[config.mk]
export PLATFORM = sky130hd
export DESIGN_NAME = alu_issue_stage
export DESIGN_NICKNAME = d
export VERILOG_FILES = /design/src/rtl/alu_issue_stage.sv
export SDC_FILE = /design/constraint.sdc
export NUM_CORES = 1
export LEC_CHECK = 0
export CORE_UTILIZATION = 47
export DETAILED_ROUTE_END_ITERATION = 10
export MAX_ROUTING_LAYER = met4
export PLACE_DENSITY = 0.86
export SYNTH_ARGS = -nofsm -noshare
export SYNTH_HDL_FRONTEND = slang
export SYNTH_SLANG_ARGS = --single-unit
[constraint.sdc]
create_clock -name clk -period 11.88 [get_ports clk]
set_clock_uncertainty 0.15 [all_clocks]
set_input_delay 3.564 -clock clk [delete_from_list [all_inputs] [get_ports clk]]
set_output_delay 3.564 -clock clk [all_outputs]
set_load 0.05 [all_outputs]
[src/rtl/alu_issue_stage.sv]
// ID->EX issue stage: ALU control decode, operand-B select, 2-entry skid buffer toward the ALU.
// Define ALU_ISSUE_FWD_EN to add the fwd_valid/fwd_idx/fwd_data operand-forwarding inputs.
module alu_issue_stage #(
  parameter int WIDTH     = 32,
  parameter int IMM_WIDTH = 16
) (
  input  logic                 clk,
  input  logic                 reset,
  input  logic                 flush,
  input  logic                 in_valid,
  output logic                 in_ready,
  input  logic [1:0]           aluop,
  input  logic [5:0]           funct,
  input  logic                 alusrc,
  input  logic [WIDTH-1:0]     rs_data,
  input  logic [WIDTH-1:0]     rt_data,
  input  logic [IMM_WIDTH-1:0] imm,
  input  logic [4:0]           rs_idx,
  input  logic [4:0]           rt_idx,
`ifdef ALU_ISSUE_FWD_EN
  input  logic                 fwd_valid,
  input  logic [4:0]           fwd_idx,
  input  logic [WIDTH-1:0]     fwd_data,
`endif
  output logic                 out_valid,
  input  logic                 out_ready,
  output logic [3:0]           operation,
  output logic [WIDTH-1:0]     data_a,
  output logic [WIDTH-1:0]     data_b,
  output logic                 illegal
);

  typedef struct packed {
    logic [3:0]       op;
    logic [WIDTH-1:0] a;
    logic [WIDTH-1:0] b;
    logic             ill;
  } entry_t;

  entry_t           new_entry;
  entry_t           head_q, head_d;
  entry_t           tail_q, tail_d;
  logic [1:0]       count_q, count_d;
  logic             in_ready_q, in_ready_d;
  logic             accept;
  logic             pop;
  logic [WIDTH-1:0] src_a;
  logic [WIDTH-1:0] src_b;

  always_comb begin
    new_entry.op  = 4'b0010;
    new_entry.ill = 1'b0;
    unique case (aluop)
      2'b00: new_entry.op = 4'b0010;
      2'b01: new_entry.op = 4'b0110;
      2'b11: new_entry.op = 4'b0001;
      default: begin
        case (funct)
          6'b100000: new_entry.op = 4'b0010;
          6'b100010: new_entry.op = 4'b0110;
          6'b100100: new_entry.op = 4'b0000;
          6'b100101: new_entry.op = 4'b0001;
          6'b100111: new_entry.op = 4'b1100;
          6'b101010: new_entry.op = 4'b0111;
          default: begin
            new_entry.op  = 4'b0010;
            new_entry.ill = 1'b1;
          end
        endcase
      end
    endcase

    src_a = rs_data;
    src_b = rt_data;
`ifdef ALU_ISSUE_FWD_EN
    // Forwarding only overrides the register path; an immediate operand B is never replaced.
    if (fwd_valid && (fwd_idx != 5'd0)) begin
      if (rs_idx == fwd_idx) src_a = fwd_data;
      if (rt_idx == fwd_idx) src_b = fwd_data;
    end
`endif
    new_entry.a = src_a;
    new_entry.b = alusrc ? {{(WIDTH-IMM_WIDTH){imm[IMM_WIDTH-1]}}, imm} : src_b;
  end

`ifndef ALU_ISSUE_FWD_EN
  logic unused_idx;
  assign unused_idx = ^{rs_idx, rt_idx};
`endif

  assign accept = in_valid && in_ready_q;
  assign pop    = (count_q != 2'd0) && out_ready;

  // Head entry drives the ALU directly; it is left untouched on drain so outputs hold when empty.
  always_comb begin
    count_d = count_q;
    head_d  = head_q;
    tail_d  = tail_q;
    if (flush) begin
      count_d = 2'd0;
    end else begin
      case (count_q)
        2'd0: begin
          if (accept) begin
            head_d  = new_entry;
            count_d = 2'd1;
          end
        end
        2'd1: begin
          if (accept && pop) begin
            head_d = new_entry;
          end else if (accept) begin
            tail_d  = new_entry;
            count_d = 2'd2;
          end else if (pop) begin
            count_d = 2'd0;
          end
        end
        2'd2: begin
          if (pop) begin
            head_d  = tail_q;
            count_d = 2'd1;
          end
        end
        default: count_d = 2'd0;
      endcase
    end
    in_ready_d = (count_d != 2'd2);
  end

  always_ff @(posedge clk or posedge reset) begin
    if (reset) begin
      count_q    <= 2'd0;
      in_ready_q <= 1'b1;
      head_q.op  <= 4'b0010;
      head_q.a   <= '0;
      head_q.b   <= '0;
      head_q.ill <= 1'b0;
      tail_q     <= '0;
    end else begin
      count_q    <= count_d;
      in_ready_q <= in_ready_d;
      head_q     <= head_d;
      tail_q     <= tail_d;
    end
  end

  assign in_ready  = in_ready_q;
  assign out_valid = (count_q != 2'd0);
  assign operation = head_q.op;
  assign data_a    = head_q.a;
  assign data_b    = head_q.b;
  assign illegal   = head_q.ill;

endmodule

Yosys cells after proc, flatten, opt, wreduce, memory -nomap -nowiden
Index checks and enable logic that the tools add are counted.
{ "word_totals": {"word_cells": 53, "ff_bits": 141, "input_bits": 104, "output_inout_bits": 71} }
{ "op_classes": {"reduce_logical": 11, "muxes": 16, "eq_ne": 14, "bitwise_logic": 2} }
{ "op_table": {"columns": ["op", "count"], "rows": [
  ["$mux 69", 3],
  ["$pmux 69 s3", 1],
  ["$eq 6x6->1 const B", 6],
  ["$mux 32", 1],
  ["$pmux 4 s5", 1],
  ["$mux 2", 6],
  ["$pmux 4 s3", 1],
  ["$ne 2x2->1 const B", 4],
  ["$pmux 2 s3", 1],
  ["$reduce_or 6->1", 1],
  ["$reduce_and 5->1", 1],
  ["$eq 2x1->1 const B", 2],
  ["$eq 2x2->1 const B", 2],
  ["$logic_not 2->1", 2],
  ["$reduce_and 4->1", 1],
  ["$logic_and 1x1->1", 3],
  ["$reduce_bool 3->1", 1],
  ["$reduce_or 3->1", 1],
  ["$mux 1", 2],
  ["$not 1->1", 2],
  ["$reduce_bool 2->1", 1]
]} }

Logic depth before layout (Yosys ltp)
{ "depth": {"depth_word": 8, "depth_mapped": 7, "mapped_depth_nobuf": 4} }

Worst setup path after synthesis
OpenSTA, ideal clock, no wires.
{ "synth_path": {"path_type": "input port to flip-flop", "startpoint": "input in_valid", "endpoint": "register tail_q[33] (netlist name)", "n_path_buf": 3, "arrival_time_ns": 4.665, "path_slack_ns": 6.940, "cell_stages": 6, "setup_ns": 0.125, "required_time_ns": 11.605, "path_cell_list": "nand4b_1 -> or3_1 -> buf_2 -> buf_6 -> buf_6 -> mux2_4"} }
{ "synth_via": {"elab_chain_cells": 4} }
{ "synth_lines": {"columns": ["element", "line", "source"], "rows": [
  ["start, declared", "10", "input logic in_valid,"],
  ["$logic_and 1x1->1 (*)", "91", "assign accept = in_valid && in_ready_q;"],
  ["$logic_and 1x1->1", "110", "if (accept && pop) begin"],
  ["$not 1->1 (no source line)", null, null],
  ["$reduce_and 4->1 (no source line) (*)", null, null],
  ["end signal, assigned", "144", "tail_q <= tail_d;"],
  ["end, declared", "42", "entry_t tail_q, tail_d;"]
]} }
Every way passes the cells marked *; elsewhere a longest branch is shown, timed or not.
A chain may end at the register's enable or synchronous reset.

Final worst setup path
{ "layout_path": {"startpoint": "input flush", "endpoint": "register head_q, in the netlist operation[2]"} }
{ "layout_via": {"elab_chain_cells": 2} }
{ "layout_lines": {"columns": ["element", "line", "source"], "rows": [
  ["start, declared", "9", "input logic flush,"],
  ["$not 1->1 (no source line)", null, null],
  ["$reduce_and 5->1 (no source line)", null, null],
  ["end, declared", "41", "entry_t head_q, head_d;"]
]} }
No other way between the ends.

==> flow_results.xml <==
<?xml version="1.0" encoding="UTF-8"?>
<metrics>
  <group name="floorplan">
    <metric name="die_area" unit="um^2">13800</metric>
    <metric name="pin_count" unit="">175</metric>
    <metric name="fp.dieH" unit="um">117</metric>
    <metric name="core_area" unit="um^2">12800</metric>
    <metric name="fp-row-count" unit="">41</metric>
    <metric name="initial_core_util" unit="%">48.9</metric>
    <metric name="chip_width" unit="um">117</metric>
  </group>
  <group name="layout">
    <metric name="finish.utilization" unit="%">66.9</metric>
    <metric name="fillCellCount" unit="">959</metric>
    <metric name="diodes" unit="">0</metric>
    <metric name="multiInputGateArea" unit="um^2">2530</metric>
    <metric name="layout_commonest_cell" unit="">clkdlybuf4s50_1</metric>
    <metric name="number_of_nets_in_the_layout" unit="">880</metric>
    <metric name="syn2layout_area_growth" unit="%">36.8</metric>
    <metric name="drive_gt1_share" unit="%">9.89</metric>
    <metric name="layout.cells.non_filler" unit="">961</metric>
    <metric name="layout_common_cells" unit="">clkdlybuf4s50_1, dfrtp_1, nand2_1, nor2_1, o21ai_0</metric>
    <metric name="seqCellArea" unit="um^2">3530</metric>
  </group>
  <group name="setup_path">
    <metric name="critical_path_cell_count" unit="">5</metric>
    <metric name="reg2reg_setup_slack" unit="ns">9.16</metric>
    <metric name="timing.critical_path.required" unit="ns">12.02</metric>
    <metric name="end_kind" unit="">flop</metric>
    <metric name="timing.rr.end" unit="">data_b[14]</metric>
    <metric name="timing.setup.critical_path_class" unit="">in2reg</metric>
    <metric name="max_stage_delay" unit="ns">0.95</metric>
    <metric name="cp_slowest_cell" unit="">o41a_2</metric>
    <metric name="setup.worst_path.end" unit="">operation[2]</metric>
    <metric name="cp-startpoint" unit="">flush</metric>
    <metric name="cp-start-kind" unit="">input port</metric>
    <metric name="critical_path.reg2reg.startpoint" unit="">count_q[1]</metric>
    <metric name="path_cells" unit="">clkdlybuf4s50_1 -&gt; nand4bb_1 -&gt; o41a_2 -&gt; nor2_1 -&gt; a22o_1</metric>
    <metric name="timing.critical_path.arrival" unit="ns">5.77</metric>
    <metric name="critical_path.top_delay_family" unit="">compound AO/OA/AOI/OAI gates</metric>
    <metric name="ff2ff_path_depth" unit="">5</metric>
    <metric name="crit_buf_inv" unit="">1</metric>
    <metric name="critical_path_maximum_fanout" unit="">69</metric>
  </group>
  <group name="timing">
    <metric name="timing.final.hold_violations" unit="">0</metric>
    <metric name="rsz0062_at_grt" unit="">no</metric>
    <metric name="final.min_clock_period" unit="ns">5.62</metric>
    <metric name="timing_worst_slew_pin_value" unit="ns">1.13</metric>
    <metric name="timing.fmax" unit="MHz">178</metric>
    <metric name="setup-violations-final" unit="">0</metric>
    <metric name="postLayoutSetupSlackWorst" unit="ns">6.26</metric>
    <metric name="min_period_over_period" unit="%">47.3</metric>
    <metric name="whs" unit="ns">0.317</metric>
    <metric name="slew-limit-headroom" unit="%">24.4</metric>
    <metric name="slew_violations" unit="">0</metric>
    <metric name="setup-tns-final" unit="ns">0</metric>
  </group>
  <group name="global_route">
    <metric name="grt_first_pass_wirelength" unit="um">23600</metric>
    <metric name="gr-total-overflow" unit="">0</metric>
    <metric name="grt_max_degree" unit="">106</metric>
    <metric name="antenna_found_initial" unit="">0</metric>
    <metric name="grt_pass1_vias" unit="">4950</metric>
    <metric name="grt_util_all_layers" unit="%">23.3</metric>
  </group>
  <group name="synthesis">
    <metric name="yosys_warnings" unit="">0</metric>
    <metric name="seq_area_frac_synth" unit="%">56.5</metric>
    <metric name="synth_seq_cells" unit="">141</metric>
    <metric name="netlist_instances" unit="">635</metric>
    <metric name="post_synthesis_cell_area" unit="um^2">6250</metric>
    <metric name="ys_async_sr_fraction" unit="%">100</metric>
    <metric name="synthDistinctLibCells" unit="">40</metric>
    <metric name="synth-edff-count" unit="">0</metric>
    <metric name="synth-main-ff-cell" unit="">dfrtp_1</metric>
    <metric name="syn_avg_cell_area" unit="um^2">9.84</metric>
    <metric name="syn_nets" unit="">739</metric>
  </group>
  <group name="worst_hold_path">
    <metric name="min_from" unit="">operation[1]</metric>
    <metric name="holdCritPathClass" unit="">reg2reg</metric>
    <metric name="hold-path-cell-count" unit="">2</metric>
  </group>
  <group name="routing">
    <metric name="vias" unit="">5095</metric>
    <metric name="route.detailed.drc" unit="">0</metric>
    <metric name="final_antenna_net_count" unit="">0</metric>
    <metric name="routedWlPerCell" unit="um">15.5</metric>
    <metric name="initialDrtViolationCount" unit="">352</metric>
    <metric name="routed_via_density" unit="">5.30</metric>
    <metric name="drt-pass1-iter-count" unit="">6</metric>
    <metric name="drt-total-wl" unit="um">14900</metric>
  </group>
  <group name="cts">
    <metric name="tritoncts" unit="">built</metric>
    <metric name="worst_skew_late_latency" unit="ns">0.41</metric>
    <metric name="post-cts-setup-buffers" unit="">0</metric>
    <metric name="holdBufCountCts" unit="">0</metric>
    <metric name="h_tree_depth" unit="">4</metric>
    <metric name="cts_sinks" unit="">141</metric>
    <metric name="post_cts.resized_instances" unit="">0</metric>
    <metric name="clk_transition_reported_paths" unit="ns">0.05</metric>
    <metric name="clockRootBuffer" unit="">clkbuf_16</metric>
    <metric name="number_of_clock_buffers_inserted_by_tritoncts" unit="">17</metric>
    <metric name="cts_buffer_depth" unit="">2</metric>
  </group>
  <group name="run_status">
    <metric name="run_status" unit="">finished clean</metric>
  </group>
  <group name="job">
    <metric name="timing.max_cap.violations" unit="">0</metric>
  </group>
  <group name="placement">
    <metric name="dpl.hpwl" unit="um">9710</metric>
    <metric name="port_buffers" unit="">164</metric>
    <metric name="place_ws" unit="ns">5.88</metric>
    <metric name="gp_congestion" unit="">0.801</metric>
    <metric name="placed_cells" unit="">929</metric>
  </group>
  <group name="power">
    <metric name="static-leakage-power" unit="uW">0.00381</metric>
    <metric name="ir_drop" unit="uV">115</metric>
    <metric name="powerDensity" unit="nW/um^2">193</metric>
  </group>
</metrics>
-- kinds of logic (layout without fill, tap and decap cells) --
family / count (synthesis) / after routing / synth area share (%)
DFF: 141 / 141 / 56.5
xor gates and xnor gates: 1 / 1 / 0.140
buffers and inverters: 49 / 203 / 3.40
muxes: 66 / 66 / 11.7
and+or+nand+nor: 227 / 227 / 14.7
AOI/OAI and AO/OA: 151 / 151 / 13.5
-- where the power goes --
part	switching, uW	internal (uW)	total (uW)
clock	188	325	513
sequential	64.7	597	662
combinational	289	183	472
total	541	1110	1650
-- area by class of cell --
type,count,area share [%]
flip-flops and latches,141,41.3
multi-input cells,445,29.6
repair buffers,169,19.6
clock buffers,26,6.19
well taps,172,2.52
clock inverters,6,0.644
inverters,2,0.146
-- metal layers --
layer	vias to the layer above	global-route usage (%)	part of all wire, %
li1	2449	-	-
met1	2464	27.3	43
met2	148	38.9	52
met3	34	3.96	3.1
met4	0	11.1	2.4
met5	-	-	0
-- synth_stat cells, types with 2 or more instances --
library cell | n | area share [%]
dfstp_2 | 2 | 0.84
dfrtp_1 | 139 | 56
buf_6 | 2 | 0.36
a31oi_1 | 32 | 3.2
inv_1 | 2 | 0.12
o21ai_0 | 60 | 4.8
a21oi_1 | 38 | 3.0
o21ai_1 | 10 | 0.80
mux2i_1 | 33 | 5.3
clkbuf_1 | 28 | 1.7
buf_1 | 6 | 0.36
nor2_1 | 69 | 4.1
mux2_4 | 8 | 1.9
nand2_1 | 138 | 8.3
nand2b_1 | 4 | 0.40
nor3b_1 | 2 | 0.24
buf_2 | 11 | 0.88
nor2b_1 | 5 | 0.50
mux2_2 | 25 | 4.5
-- worst min-delay path by stage --
stage / endpoint
after global routing: operation[1]
after global placement: tail_q[66]
final: operation[1]
after floorplan: tail_q[66]
after detailed placement: operation[1]
after CTS: operation[1]
-- tightest hold or removal path: cells and delay by family, from the launching register on --
kind	cells	cell delay (ns)
AND/OR/NAND/NOR	1	0.05
AO/OA/AOI/OAI	1	0.05
flip-flops	1	0.36
-- flip-flops by register name (all words and copies together) (netlist names) --
name       cells
tail_q        69
data_a        32
data_b        32
operation      4
count_q        2
illegal        1
in_ready       1
-- per-stage QoR --
step           area [um^2]  power, uW
3_3_place_gp          7960       1120
3_5_place_dp          7960       1140
4_1_cts               8550       1660
2_1_floorplan         6250        963
6_report              8550       1650
5_1_grt               8550       1720
Power figures use the tool's default switching activity.
